[src/rtl/buffer_drain_if.sv]
// Signal bundle between the four capture buffers, the drain stage and its consumer.
// The master modport is the drain stage; the slave modport is the surrounding logic.
interface buffer_drain_if #(
  parameter int PAYLOAD_W = 2,
  parameter int CNT_W     = 8
);
  logic [3:0]             buf_valid;
  logic [4*PAYLOAD_W-1:0] buf_data;
  logic [3:0]             buf_pop;
  logic                   out_valid;
  logic                   out_ready;
  logic [PAYLOAD_W+1:0]   out_data;
  logic [1:0]             cnt_sel;
  logic [CNT_W-1:0]       cnt_value;
  logic                   cnt_clr;

  modport master (
    input  buf_valid, buf_data, out_ready, cnt_sel, cnt_clr,
    output buf_pop, out_valid, out_data, cnt_value
  );

  modport slave (
    output buf_valid, buf_data, out_ready, cnt_sel, cnt_clr,
    input  buf_pop, out_valid, out_data, cnt_value
  );
endinterface

[src/rtl/buffer_drain.sv]
// Round-robin drain of four buffers into one registered valid/ready port with per-buffer served counters.
// Pop in the load cycle, data valid one cycle later; a stalled output holds its entry and pops nothing.
module buffer_drain #(
  parameter int PAYLOAD_W = 2,
  parameter int CNT_W     = 8
) (
  input logic            clk,
  input logic            rst,
  buffer_drain_if.master bus
);

  typedef enum logic {EMPTY, FULL} state_t;

  state_t                 state, state_nxt;
  logic [1:0]             last;
  logic [PAYLOAD_W+1:0]   data_q;
  logic [CNT_W-1:0]       cnt [4];
  logic [PAYLOAD_W-1:0]   head [4];
  logic [1:0]             gnt_idx;
  logic [1:0]             cand;
  logic                   gnt_found;
  logic                   load;

  always_comb begin
    for (int k = 0; k < 4; k++) begin
      head[k] = bus.buf_data[k*PAYLOAD_W +: PAYLOAD_W];
    end
  end

  // Search starts just after the last granted buffer and ends on it.
  always_comb begin
    gnt_found = 1'b0;
    gnt_idx   = last;
    cand      = last;
    for (int i = 1; i <= 4; i++) begin
      cand = last + 2'(i);
      if (!gnt_found && bus.buf_valid[cand]) begin
        gnt_found = 1'b1;
        gnt_idx   = cand;
      end
    end
  end

  assign load = gnt_found && ((state == EMPTY) || bus.out_ready);

  always_comb begin
    state_nxt   = state;
    bus.buf_pop = 4'b0000;
    if (load) begin
      state_nxt = FULL;
    end else if ((state == FULL) && bus.out_ready) begin
      state_nxt = EMPTY;
    end
    if (load && !rst) begin
      bus.buf_pop[gnt_idx] = 1'b1;
    end
  end

  always_ff @(posedge clk or posedge rst) begin
    if (rst) begin
      state  <= EMPTY;
      last   <= 2'd3;
      data_q <= '0;
    end else begin
      state <= state_nxt;
      if (load) begin
        last   <= gnt_idx;
        data_q <= {gnt_idx, head[gnt_idx]};
      end
    end
  end

  // Clear takes priority over a same-cycle pop; counts stick at all-ones.
  always_ff @(posedge clk or posedge rst) begin
    if (rst) begin
      for (int k = 0; k < 4; k++) cnt[k] <= '0;
    end else begin
      for (int k = 0; k < 4; k++) begin
        if (bus.cnt_clr) begin
          cnt[k] <= '0;
        end else if (bus.buf_pop[k] && (cnt[k] != {CNT_W{1'b1}})) begin
          cnt[k] <= cnt[k] + 1'b1;
        end
      end
    end
  end

  assign bus.out_valid = (state == FULL);
  assign bus.out_data  = data_q;
  assign bus.cnt_value = cnt[bus.cnt_sel];

endmodule

[src/flat_wrapper.sv]
// flat-port wrapper written by rule: the top's interface ports become plain ports
module buffer_drain_flat 
#(
  parameter int PAYLOAD_W = 2,
  parameter int CNT_W     = 8
)
  (clk, rst, bus_buf_valid, bus_buf_data, bus_out_ready, bus_cnt_sel, bus_cnt_clr, bus_buf_pop, bus_out_valid, bus_out_data, bus_cnt_value);
  buffer_drain_if #(.PAYLOAD_W(PAYLOAD_W), .CNT_W(CNT_W)) bus_i ();
  input logic clk;
  input logic rst;
  input wire logic [$bits(bus_i.buf_valid)-1:0] bus_buf_valid;
  input wire logic [$bits(bus_i.buf_data)-1:0] bus_buf_data;
  input wire logic [$bits(bus_i.out_ready)-1:0] bus_out_ready;
  input wire logic [$bits(bus_i.cnt_sel)-1:0] bus_cnt_sel;
  input wire logic [$bits(bus_i.cnt_clr)-1:0] bus_cnt_clr;
  output wire logic [$bits(bus_i.buf_pop)-1:0] bus_buf_pop;
  output wire logic [$bits(bus_i.out_valid)-1:0] bus_out_valid;
  output wire logic [$bits(bus_i.out_data)-1:0] bus_out_data;
  output wire logic [$bits(bus_i.cnt_value)-1:0] bus_cnt_value;
  assign bus_i.buf_valid = bus_buf_valid;
  assign bus_i.buf_data = bus_buf_data;
  assign bus_i.out_ready = bus_out_ready;
  assign bus_i.cnt_sel = bus_cnt_sel;
  assign bus_i.cnt_clr = bus_cnt_clr;
  assign bus_buf_pop = bus_i.buf_pop;
  assign bus_out_valid = bus_i.out_valid;
  assign bus_out_data = bus_i.out_data;
  assign bus_cnt_value = bus_i.cnt_value;
  buffer_drain #(.PAYLOAD_W(PAYLOAD_W), .CNT_W(CNT_W)) u_core (.clk(clk), .rst(rst), .bus(bus_i));
endmodule
[config.mk]
export PLATFORM = sky130hd
export DESIGN_NAME = buffer_drain_flat
export DESIGN_NICKNAME = d
export VERILOG_FILES = /design/src/rtl/buffer_drain_if.sv /design/src/rtl/buffer_drain.sv /design/src/flat_wrapper.sv
export SDC_FILE = /design/constraint.sdc
export NUM_CORES = 1
export LEC_CHECK = 0
export ABC_AREA = 0
export CAP_MARGIN = 10
export CORE_MARGIN = 2
export CORE_UTILIZATION = 30
export CTS_CLUSTER_SIZE = 25
export DETAILED_ROUTE_END_ITERATION = 10
export PLACE_DENSITY = 0.57
export SYNTH_ARGS = -nofsm -noshare
export SYNTH_HDL_FRONTEND = slang
export SYNTH_SLANG_ARGS = --single-unit
[constraint.sdc]
create_clock -name clk -period 2.2 [get_ports clk]
set_input_delay 0.44 -clock clk [delete_from_list [all_inputs] [get_ports clk]]
set_output_delay 0.44 -clock clk [all_outputs]
set_load 0.01 [all_outputs]
==> results.md <==
- Failing checks: setup timing
- H-tree depth: 2
- Drt via density: 5.45
- RePlAce Congestion: 0.778
- GRT Util Overall: 15.2%
- Final Skew: 5.30 ps
- Critical path endpoint category: output pin
- Asr flop ratio synth: 100%
- Synth warn: 0
- Fin area: 3720 µm²
- Clock buffer depth: 2
- # diodes: 0
- Post-synth top cells: dfrtp_1, nor2_1, a21oi_1, nor2b_1, nand3_1
- WP data required: 1760 ps
- Count leader, synth: dfrtp_1
- RSZ-0062 raised after global routing: yes
- Period utilization: 103%
- Number of synthesized flops with an enable pin: 0
- Clk sinks: 39
- Overall Power: 2.37 mW
- Crit path max-delay family: simple AND/OR/NAND/NOR gates
- Total CTS buffers: 5
- Dpl ws: -694 ps
- Dominant cell type by area after synthesis: dfrtp_1
- Routed Wire Length: 7270 µm
- Pwr dens: 639 nW/µm²
- Initial antenna violation count: 0
- Die W: 97.7 µm
- Hold Path Class: in2async
- Mapped Cells: 277
- MaxCap Viol Count: 0
- Share of post-route cells with drive strength above 1: 34.8%
- Vias in the first global route: 2,363
- Fin. Hold Viols: 0
- Initial Util: 30.6%
- Min cycle time layout: 2260 ps
- Synth top area cells: dfrtp_1, mux4_2, mux2_1
- Syn avg cell area: 9.50 µm²
- Vias: 2,469
- Leakage Power: 1.56 nW
- First-pass GRT wire length: 11,700 µm
- WL/cell: 16.1 µm
- Area of the die: 9540 µm²
- F_max: 443 MHz
- Layout Cells excl Fill: 453
- Setup Viol. Count Final: 4
- Crit path DAT: 1820 ps
- Number of distinct library cells after synthesis: 45
- Port Buffers: 34
- Area of the mapped netlist: 2630 µm²
- Crit-path max cell delay: 590 ps
- Worst skew pair latency: 290 ps
- Io pins: 35
- Crit path max fanout: 5
- Post-Syn Nets: 299
- Post-DP HPWL: 5130 µm
- Worst setup margin: -58.9 ps
- Core ar.: 8590 µm²
- Layout filler cell count: 836
- ANT nets after route: 0
- Drt first pass iters: 4
- Yosys reg bits: 39
- CP Cell Sequence: buf_6 -> nand2b_4 -> a21oi_4 -> or3_4 -> nor3_4 -> buf_2
- VDD IR-drop max: 0.319 mV
- Largest net degree at the start of global routing: 49
- Dpl cell area: 3340 µm²
- WS Path Type: reg2out
- Iter 0 DRT Violations: 116
- Slew HR: 73.7%
- Status: finished with violations
- Final net count: 366
- Buffers and inverters on the worst path: 2
- Hold Slack: 409 ps
- DRC: 0
- Seq/Total Area, Yosys: 37.2%
- CTS clk-pin slew, worst paths: 80 ps
- Worst-margin pin slew: 389 ps
- Ys flop type: dfrtp_1
- CTS tree: yes
- CTS root buf: clkbuf_8
- Die H: 97.7 µm
- Slowest CP cell: dfstp_2
- FP Rows: 34
- Final core utilization: 43.2%
- Synth top area share: 35.2%
- TNS Setup: -151 ps
- Remaining Overflow, GRT: 0
- Placed cells: 438
- Crit path launch type: register
- Area added between synthesis and finish: 41.2%
- Max Slew Vio Count: 0
[cells in the final DEF, fill, tap and decap left out, types with 5 or more instances in the layout]
| cell | instances |
|---|---|
| dfrtp_1 | 37 |
| buf_4 | 36 |
| nor2_1 | 23 |
| clkdlybuf4s50_1 | 16 |
| nor2b_1 | 15 |
| nand3_1 | 14 |
| o31ai_1 | 13 |
| a21oi_1 | 13 |
| buf_2 | 12 |
| nand2_1 | 10 |
| mux2_1 | 10 |
| nand4_1 | 10 |
| inv_1 | 9 |
| mux4_2 | 8 |
| buf_6 | 7 |
| and3_1 | 6 |
| or4_1 | 6 |
| nor3_4 | 5 |
| nand2b_1 | 5 |
| a21oi_2 | 5 |
| mux2_2 | 5 |
| clkbuf_8 | 5 |
[sequential cells by signal (all words and copies together), names as in the netlist]
register / flops
u_core.bus.out_data: 4
u_core.bus.out_valid: 1
u_core.cnt: 32
u_core.last: 2
[tightest hold or removal path, cell delays in order]
cell and delay (ps):
dlygate4sd2_1 290, inv_1 110, buf_12 230
[where the power goes]
part / switching [mW] / internal (mW)
registers: 0.0434 / 0.770
clock network: 0.263 / 0.454
logic: 0.433 / 0.411
[timing repair]
| action | 4_1_cts | 5_1_grt |
|---|---|---|
| gates resized for setup | 80 | 24 |
| setup buffers | 5 | 1 |
| setup endpoints to repair | 33 | 18 |
| hold buffers | 0 | 0 |
| gates cloned | 0 | 1 |
| pin swaps | 7 | 7 |
[final cells by class]
type	count	area, µm²	area share [%]
inverters	9	33.8	0.909
repair buffers	80	682	18.4
multi-input cells	209	1750	47.2
clock buffers	6	72.6	1.95
flip-flops and latches	39	978	26.3
clock inverters	2	60.1	1.62
well taps	108	135	3.64
[final timing paths]
check | start | endpoint | slack, ps | depth (start not counted)
max reg2reg | u_core.last[1] | u_core.cnt[29] | 0 | 7
max in group asynchronous | rst | u_core.last[0] | 1510 | 3
min | rst | u_core.cnt[8] | 410 | 3
min in group clk | u_core.bus.out_data[3] | u_core.bus.out_data[3] | 500 | 1
min reg2reg | u_core.bus.out_data[3] | u_core.bus.out_data[3] | 500 | 1
max | u_core.last[1] | bus_buf_pop[0] | -60 | 6
[logic make-up after synthesis]
group | count (synthesis) | share of synthesized area, %
buf+inv | 29 | 4.95
mux | 25 | 14.1
compound gates | 52 | 13.3
simple gates | 128 | 28.6
fa+ha+maj | 4 | 1.90
flops | 39 | 37.2
[routing by layer]
layer	up-vias	global-route usage (%)	wire length, µm
met4	0	5.24	102
met3	9	2.30	208
li1	1184	-	-
met5	-	0	0
met2	45	26.3	3660
met1	1231	19.3	3300
Note: power is estimated with default switching activity, not from simulation.
